### src/rtl/apb_pkg.sv
// Shared types and widths for the APB completer register block.
package apb_pkg;

   typedef enum logic [0:0] {CMP_IDLE, CMP_ACCESS} apb_cmp_state_t;

   localparam int unsigned APB_DATA_W = 32;
   localparam int unsigned APB_STRB_W = 4;

endpackage

### src/rtl/apb_cmp_regbank.sv
// Register storage behind the APB completer: RW words with byte-lane merge, a read mux and a
// read-only transfer counter held in the last word of the window.
module apb_cmp_regbank
   import apb_pkg::*;
#(
   parameter int unsigned NUM_REGS = 8
) (
   input  logic                  clk,
   input  logic                  preset_n,
   input  logic                  we_i,
   input  logic [5:0]            idx_i,
   input  logic [APB_DATA_W-1:0] wdata_i,
   input  logic [APB_STRB_W-1:0] wstrb_i,
   input  logic                  cnt_en_i,
   output logic [APB_DATA_W-1:0] rdata_o
);

   localparam int unsigned NumRw = NUM_REGS - 1;

   logic [APB_DATA_W-1:0] regs_q [NumRw];
   logic [APB_DATA_W-1:0] regs_d [NumRw];
   logic [APB_DATA_W-1:0] cnt_q, cnt_d;

   always_comb begin
      regs_d = regs_q;
      for (int i = 0; i < NumRw; i++) begin
         if (we_i && (idx_i == 6'(i))) begin
            for (int b = 0; b < APB_STRB_W; b++) begin
               if (wstrb_i[b]) begin
                  regs_d[i][8*b +: 8] = wdata_i[8*b +: 8];
               end
            end
         end
      end
      cnt_d = cnt_en_i ? cnt_q + 32'd1 : cnt_q;
   end

   // Counter is read from the register, so a read of it sees the pre-increment value.
   always_comb begin
      rdata_o = '0;
      if (idx_i == 6'(NumRw)) begin
         rdata_o = cnt_q;
      end
      for (int i = 0; i < NumRw; i++) begin
         if (idx_i == 6'(i)) begin
            rdata_o = regs_q[i];
         end
      end
   end

   always_ff @(posedge clk or negedge preset_n) begin
      if (!preset_n) begin
         regs_q <= '{default: '0};
         cnt_q  <= '0;
      end else begin
         regs_q <= regs_d;
         cnt_q  <= cnt_d;
      end
   end

endmodule

### src/rtl/apb_completer_regs.sv
// APB completer: decodes one register window, inserts fixed wait states, flags illegal accesses
// with pslverr and records initiator protocol violations in a sticky flag.
module apb_completer_regs
   import apb_pkg::*;
#(
   parameter logic [31:0] BASE_ADDR   = 32'h0000_A000,
   parameter int unsigned NUM_REGS    = 8,
   parameter int unsigned WAIT_CYCLES = 1
) (
   input  logic                  clk,
   input  logic                  preset_n,
   input  logic                  psel,
   input  logic                  penable,
   input  logic                  pwrite,
   input  logic [31:0]           paddr,
   input  logic [APB_DATA_W-1:0] pwdata,
   input  logic [APB_STRB_W-1:0] pstrb,
   output logic [APB_DATA_W-1:0] prdata,
   output logic                  pready,
   output logic                  pslverr,
   output logic                  proto_err
);

   localparam logic [31:0] WinBytes = 32'(NUM_REGS * 4);
   localparam logic [5:0]  CntIdx   = 6'(NUM_REGS - 1);
   localparam logic [3:0]  WaitInit = 4'(WAIT_CYCLES);

   apb_cmp_state_t        state_q, state_d;
   logic [3:0]            wait_cnt_q, wait_cnt_d;
   logic                  proto_err_q, proto_err_d;
   logic [31:0]           offset;
   logic                  addr_ok;
   logic [5:0]            idx;
   logic                  acc_err;
   logic                  complete;
   logic [APB_DATA_W-1:0] bank_rdata;

   always_comb begin
      offset  = paddr - BASE_ADDR;
      addr_ok = (paddr >= BASE_ADDR) && (paddr[1:0] == 2'b00) && (offset < WinBytes);
      idx     = offset[7:2];
      acc_err = !addr_ok || (pwrite && (idx == CntIdx));
   end

   always_comb begin
      state_d     = state_q;
      wait_cnt_d  = wait_cnt_q;
      proto_err_d = proto_err_q;
      complete    = 1'b0;
      case (state_q)
         CMP_IDLE: begin
            if (psel && !penable) begin
               wait_cnt_d = WaitInit;
               state_d    = CMP_ACCESS;
            end else if (psel && penable) begin
               proto_err_d = 1'b1;
            end
         end
         CMP_ACCESS: begin
            if (!psel || !penable) begin
               proto_err_d = 1'b1;
               state_d     = CMP_IDLE;
            end else if (wait_cnt_q != 4'd0) begin
               wait_cnt_d = wait_cnt_q - 4'd1;
            end else begin
               complete = 1'b1;
               state_d  = CMP_IDLE;
            end
         end
         default: state_d = CMP_IDLE;
      endcase
   end

   always_ff @(posedge clk or negedge preset_n) begin
      if (!preset_n) begin
         state_q     <= CMP_IDLE;
         wait_cnt_q  <= '0;
         proto_err_q <= 1'b0;
      end else begin
         state_q     <= state_d;
         wait_cnt_q  <= wait_cnt_d;
         proto_err_q <= proto_err_d;
      end
   end

   always_comb begin
      pready    = complete;
      pslverr   = complete && acc_err;
      prdata    = (complete && !pwrite && !acc_err) ? bank_rdata : '0;
      proto_err = proto_err_q;
   end

   apb_cmp_regbank #(
      .NUM_REGS (NUM_REGS)
   ) u_regbank (
      .clk      (clk),
      .preset_n (preset_n),
      .we_i     (complete && pwrite && !acc_err),
      .idx_i    (idx),
      .wdata_i  (pwdata),
      .wstrb_i  (pstrb),
      .cnt_en_i (complete && !acc_err),
      .rdata_o  (bank_rdata)
   );

endmodule

### config.mk
export PLATFORM = sky130hd
export DESIGN_NAME = apb_completer_regs
export DESIGN_NICKNAME = d
export VERILOG_FILES = /design/src/rtl/apb_pkg.sv /design/src/rtl/apb_cmp_regbank.sv /design/src/rtl/apb_completer_regs.sv
export SDC_FILE = /design/constraint.sdc
export NUM_CORES = 1
export LEC_CHECK = 0
export CAP_MARGIN = 10
export CORE_UTILIZATION = 45
export DETAILED_ROUTE_END_ITERATION = 16
export PLACE_DENSITY_LB_ADDON = 0.1
export SYNTH_ARGS = -nofsm -noshare
export SYNTH_HDL_FRONTEND = slang
export SYNTH_SLANG_ARGS = --single-unit
### constraint.sdc
create_clock -name clk -period 3.6 [get_ports clk]
set_input_delay 0.54 -clock clk [delete_from_list [all_inputs] [get_ports clk]]
set_output_delay 0.54 -clock clk [all_outputs]
set_load 0.03 [all_outputs]
==> flow_summary_export.csv <==
group,metric,value,unit
die,core-area,0.02964,mm²
drt,via_per_inst,5.761,
critical_path,crit_chain,"buf_6 > or4_4 > or3_4 > o41a_1 > nor4b_2 > nand4_1 > buf_6 > buf_12 > a211oi_4 > buf_4 > buf_12",
drt,ant_nets,0,
drt,totalWireLength,37.94,mm
critical_path,rr_endpoint,"u_regbank.regs_q[133]",
critical_path,cp_data_arrival_time,3.18,ns
critical_path,cp_num_cells,11,
timing,period_needed,3.720,ns
critical_path,slowest_delay,0.53,ns
place,numPortBuffers,107,
die,fp.dieH,175.7,µm
cts,cts_buffers,29,
drt,num_vias,10200,
critical_path,worst-setup-path-type,"in -> out",
synth,ys.flop_type,"dfrtp_1",
cts,h-tree-depth,1,
timing,hold_viol,0,
die,ios,108,
drt,firstDrtPassIters,5,
critical_path,critPathTopFamily,"simple AND/OR/NAND/NOR gates",
synth,synth_top_family_by_area,"multiplexers",
synth,synth-simple-area-share,0.1465,
synth,synth_area,0.01358,mm²
cells_and_area,diodes,0,
synth,yosys.area_share.xor_xnor,0.02000,
timing,clock.fmax,268.8,MHz
critical_path,cp.buffers_inverters,5,
power_and_ir_drop,p_per_area,356.5,mW/mm²
timing,period_share,1.033,
cts,clockBufferDepth,3,
run,maxCapViolCount,0,
synth,synth_commonest_cells,"dfrtp_1, mux2_2, nor2_1",
critical_path,required,3.06,ns
run_status,violations,"setup timing",
cells_and_area,seq_area,0.006556,mm²
critical_path,worst-r2r-setup-slack,0.83,ns
timing,timing.final.ws_setup,-0.1203,ns
global_route,antenna_found_initial,0,
global_route,grt_pass1_wl,60.33,mm
power_and_ir_drop,ir_worst_vdd,0.3041,mV
drt,drt_iter0_drc,555,
cells_and_area,multi_input_comb_area,0.007560,mm²
cts,cts.clk_slew.worst_paths,0.06,ns
synth,ys_seq_area_frac,0.4829,
synth,yosys-top-cells-area,"dfrtp_1, mux2_2, nor4_4",
place,dp.cells,1713,
hold_path,min_path_type,"in -> async",
synth,yosysTopAreaCell,"dfrtp_1",
place,placed_area,0.01685,mm²
synth,synth_cell_types,53,
place,dp_hpwl,25.11,mm
place,place.gp.congestion,0.8349,
timing,worst_clock_skew,0.008755,ns
critical_path,r2r-start,"state_q",
synth,yosys_warnings,0,
critical_path,cp-endpoint,"prdata[1]",
die,start_util,0.4580,
critical_path,startpoint,"paddr[21]",
critical_path,start_kind,"input pin",
global_route,gr-usage-all-layers,0.2496,
cells_and_area,layout-drive-gt1-share,0.3990,
cells_and_area,fin_cells,1771,
synth,synth_edf_count,0,
timing,rsz0062_at_grt,"true",
global_route,grt_max_degree,99,
die,rows,63,
cells_and_area,fillers,2406,
timing,setup_violations,19,
cts,cts.sinks,262,
cts,root_buffer,"clkbuf_16",
power_and_ir_drop,p_leak,8.587,nW
critical_path,endpoint_kind,"primary output",
die,die_area,0.03087,mm²
critical_path,cpMaxStageDelayCell,"or4_4",
synth,syn-instance-count,1153,
synth,yosysTopAreaCellShare,0.4829,
synth,ys_async_sr_fraction,1.000,
drt,drc,0,
cells_and_area,fin_area,0.01835,mm²
synth,syn-mean-instance-area,11.77,µm²
global_route,grt-ovfl-total,0,
cts,clkLatencyLatePin,0.55,ns
run_status,outcome,"finished, violations left",
synth,synthMuxAreaShare,0.2200,
timing,tightest_slew,0.7890,ns
synth,synth_compound_area_frac,0.1015,
cts,cts_tree,"built",
synth,synth_most_common_cell,"dfrtp_1",
die,die_w,175.7,µm
critical_path,cp_max_fo,7,
place,pre_cts_ws,-0.6073,ns
drt,post_drt_wl_per_cell,21.42,µm
synth,synth.net_count,1229,
global_route,grt_pass1_vias,10400,
timing,drv_slew,0,
cells_and_area,fin_util,0.6190,
synth,synthAdderAreaFrac,0.002765,
synth,ys_seq_elements,262,
cells_and_area,nNetsFinal,1439,
timing,relSlewSlack,0.4740,
timing,fin_hold_ws,0.02111,ns
cells_and_area,area_growth,35.15,%
critical_path,reg2reg_depth,7,
==> cell type report <==
cell class | count | area share
clock inverters | 14 | 0.01105
well taps | 390 | 0.02660
clock buffers | 35 | 0.04296
flip-flops and latches | 262 | 0.3573
multi-input cells | 802 | 0.4120
inverters | 10 | 0.002046
repair buffers | 258 | 0.1480
==> report_power, final <==
part | internal (W) | total, W | switching, W
sequential | 0.00296 | 0.00298 | 0.0000163
combinational | 0.000182 | 0.000448 | 0.000267
clock | 0.00190 | 0.00311 | 0.00121
==> what timing repair did <==
item | in CTS | in global routing
setup buffers | 5 | 2
cloned | 3 | 0
setup endpoints to repair | 33 | 33
resized for setup | 71 | 29
hold endpoints to repair | 0 | 0
pin swaps | 12 | 11
hold buffers | 0 | 0
==> per-layer routing <==
layer	GRT usage	up-vias	part of all wire	wire length, µm
met2	0.4025	208	0.47	18010
li1	-	4698	-	-
met1	0.3571	5243	0.47	17800
met5	0	-	0	0
met3	0.02381	54	0.033	1251
met4	0.07138	0	0.023	884
==> how the worst min path moves through the flow <==
stage,slack [ns],from,endpoint,cells after the start
final,0.02,preset_n,u_regbank.regs_q[157],1
after global routing,0.09,preset_n,u_regbank.regs_q[154],1
after CTS,0.06,preset_n,u_regbank.regs_q[59],1
after detailed placement,0.46,u_regbank.cnt_q[31],u_regbank.cnt_q[31],1
after global placement,0.46,proto_err,proto_err,1
after floorplan,0.24,preset_n,proto_err,0
==> flip-flops by register name (all words and copies together), names as in the netlist <==
register / cells
u_regbank.regs_q: 224
wait_cnt_q: 4
u_regbank.cnt_q: 32
state_q: 1
proto_err: 1
==> through the flow <==
step,total power [W],TNS [ns]
2_1_floorplan,0.003193,-35.98
3_3_place_gp,0.003463,-104.49
3_5_place_dp,0.003468,-110.15
4_1_cts,0.006593,-1.692
5_1_grt,0.006750,-3.211
6_report,0.006542,-1.135
==> kinds of logic after synthesis <==
group                    after synthesis
buffers and inverters                 89
XOR/XNOR                              31
multiplexers                         261
adder cells (fa/ha/maj)                3
AO/OA/AOI/OAI                        213
flip-flops                           262
AND/OR/NAND/NOR                      294
==> worst reg2reg max path, stage by stage (launching register included) <==
cell,delay [ns]
dfrtp_1,0.53
and3_1,0.23
nand4_1,0.30
or3_4,0.53
buf_12,0.20
nor4_4,0.31
buf_4,0.22
mux2_2,0.34
==> layout by cell type, fill, tap and decap left out, types with 7 or more instances in the layout <==
master / n
and2_1: 8
o21ai_0: 59
and3_1: 7
a21oi_1: 51
o22ai_1: 8
mux2_2: 69
xor2_1: 30
clkbuf_16: 29
buf_4: 131
nor4_1: 31
buf_12: 38
mux2i_1: 28
a211oi_2: 20
clkdlybuf4s50_1: 61
buf_6: 12
mux2_4: 156
nand4_1: 18
nor2b_1: 27
nor2_1: 61
a211oi_4: 9
inv_1: 10
clkinv_2: 7
nor4_4: 29
dfrtp_1: 262
nand2_1: 47
nand3_1: 16
a221oi_1: 26
(Power assumes the default switching activity.)
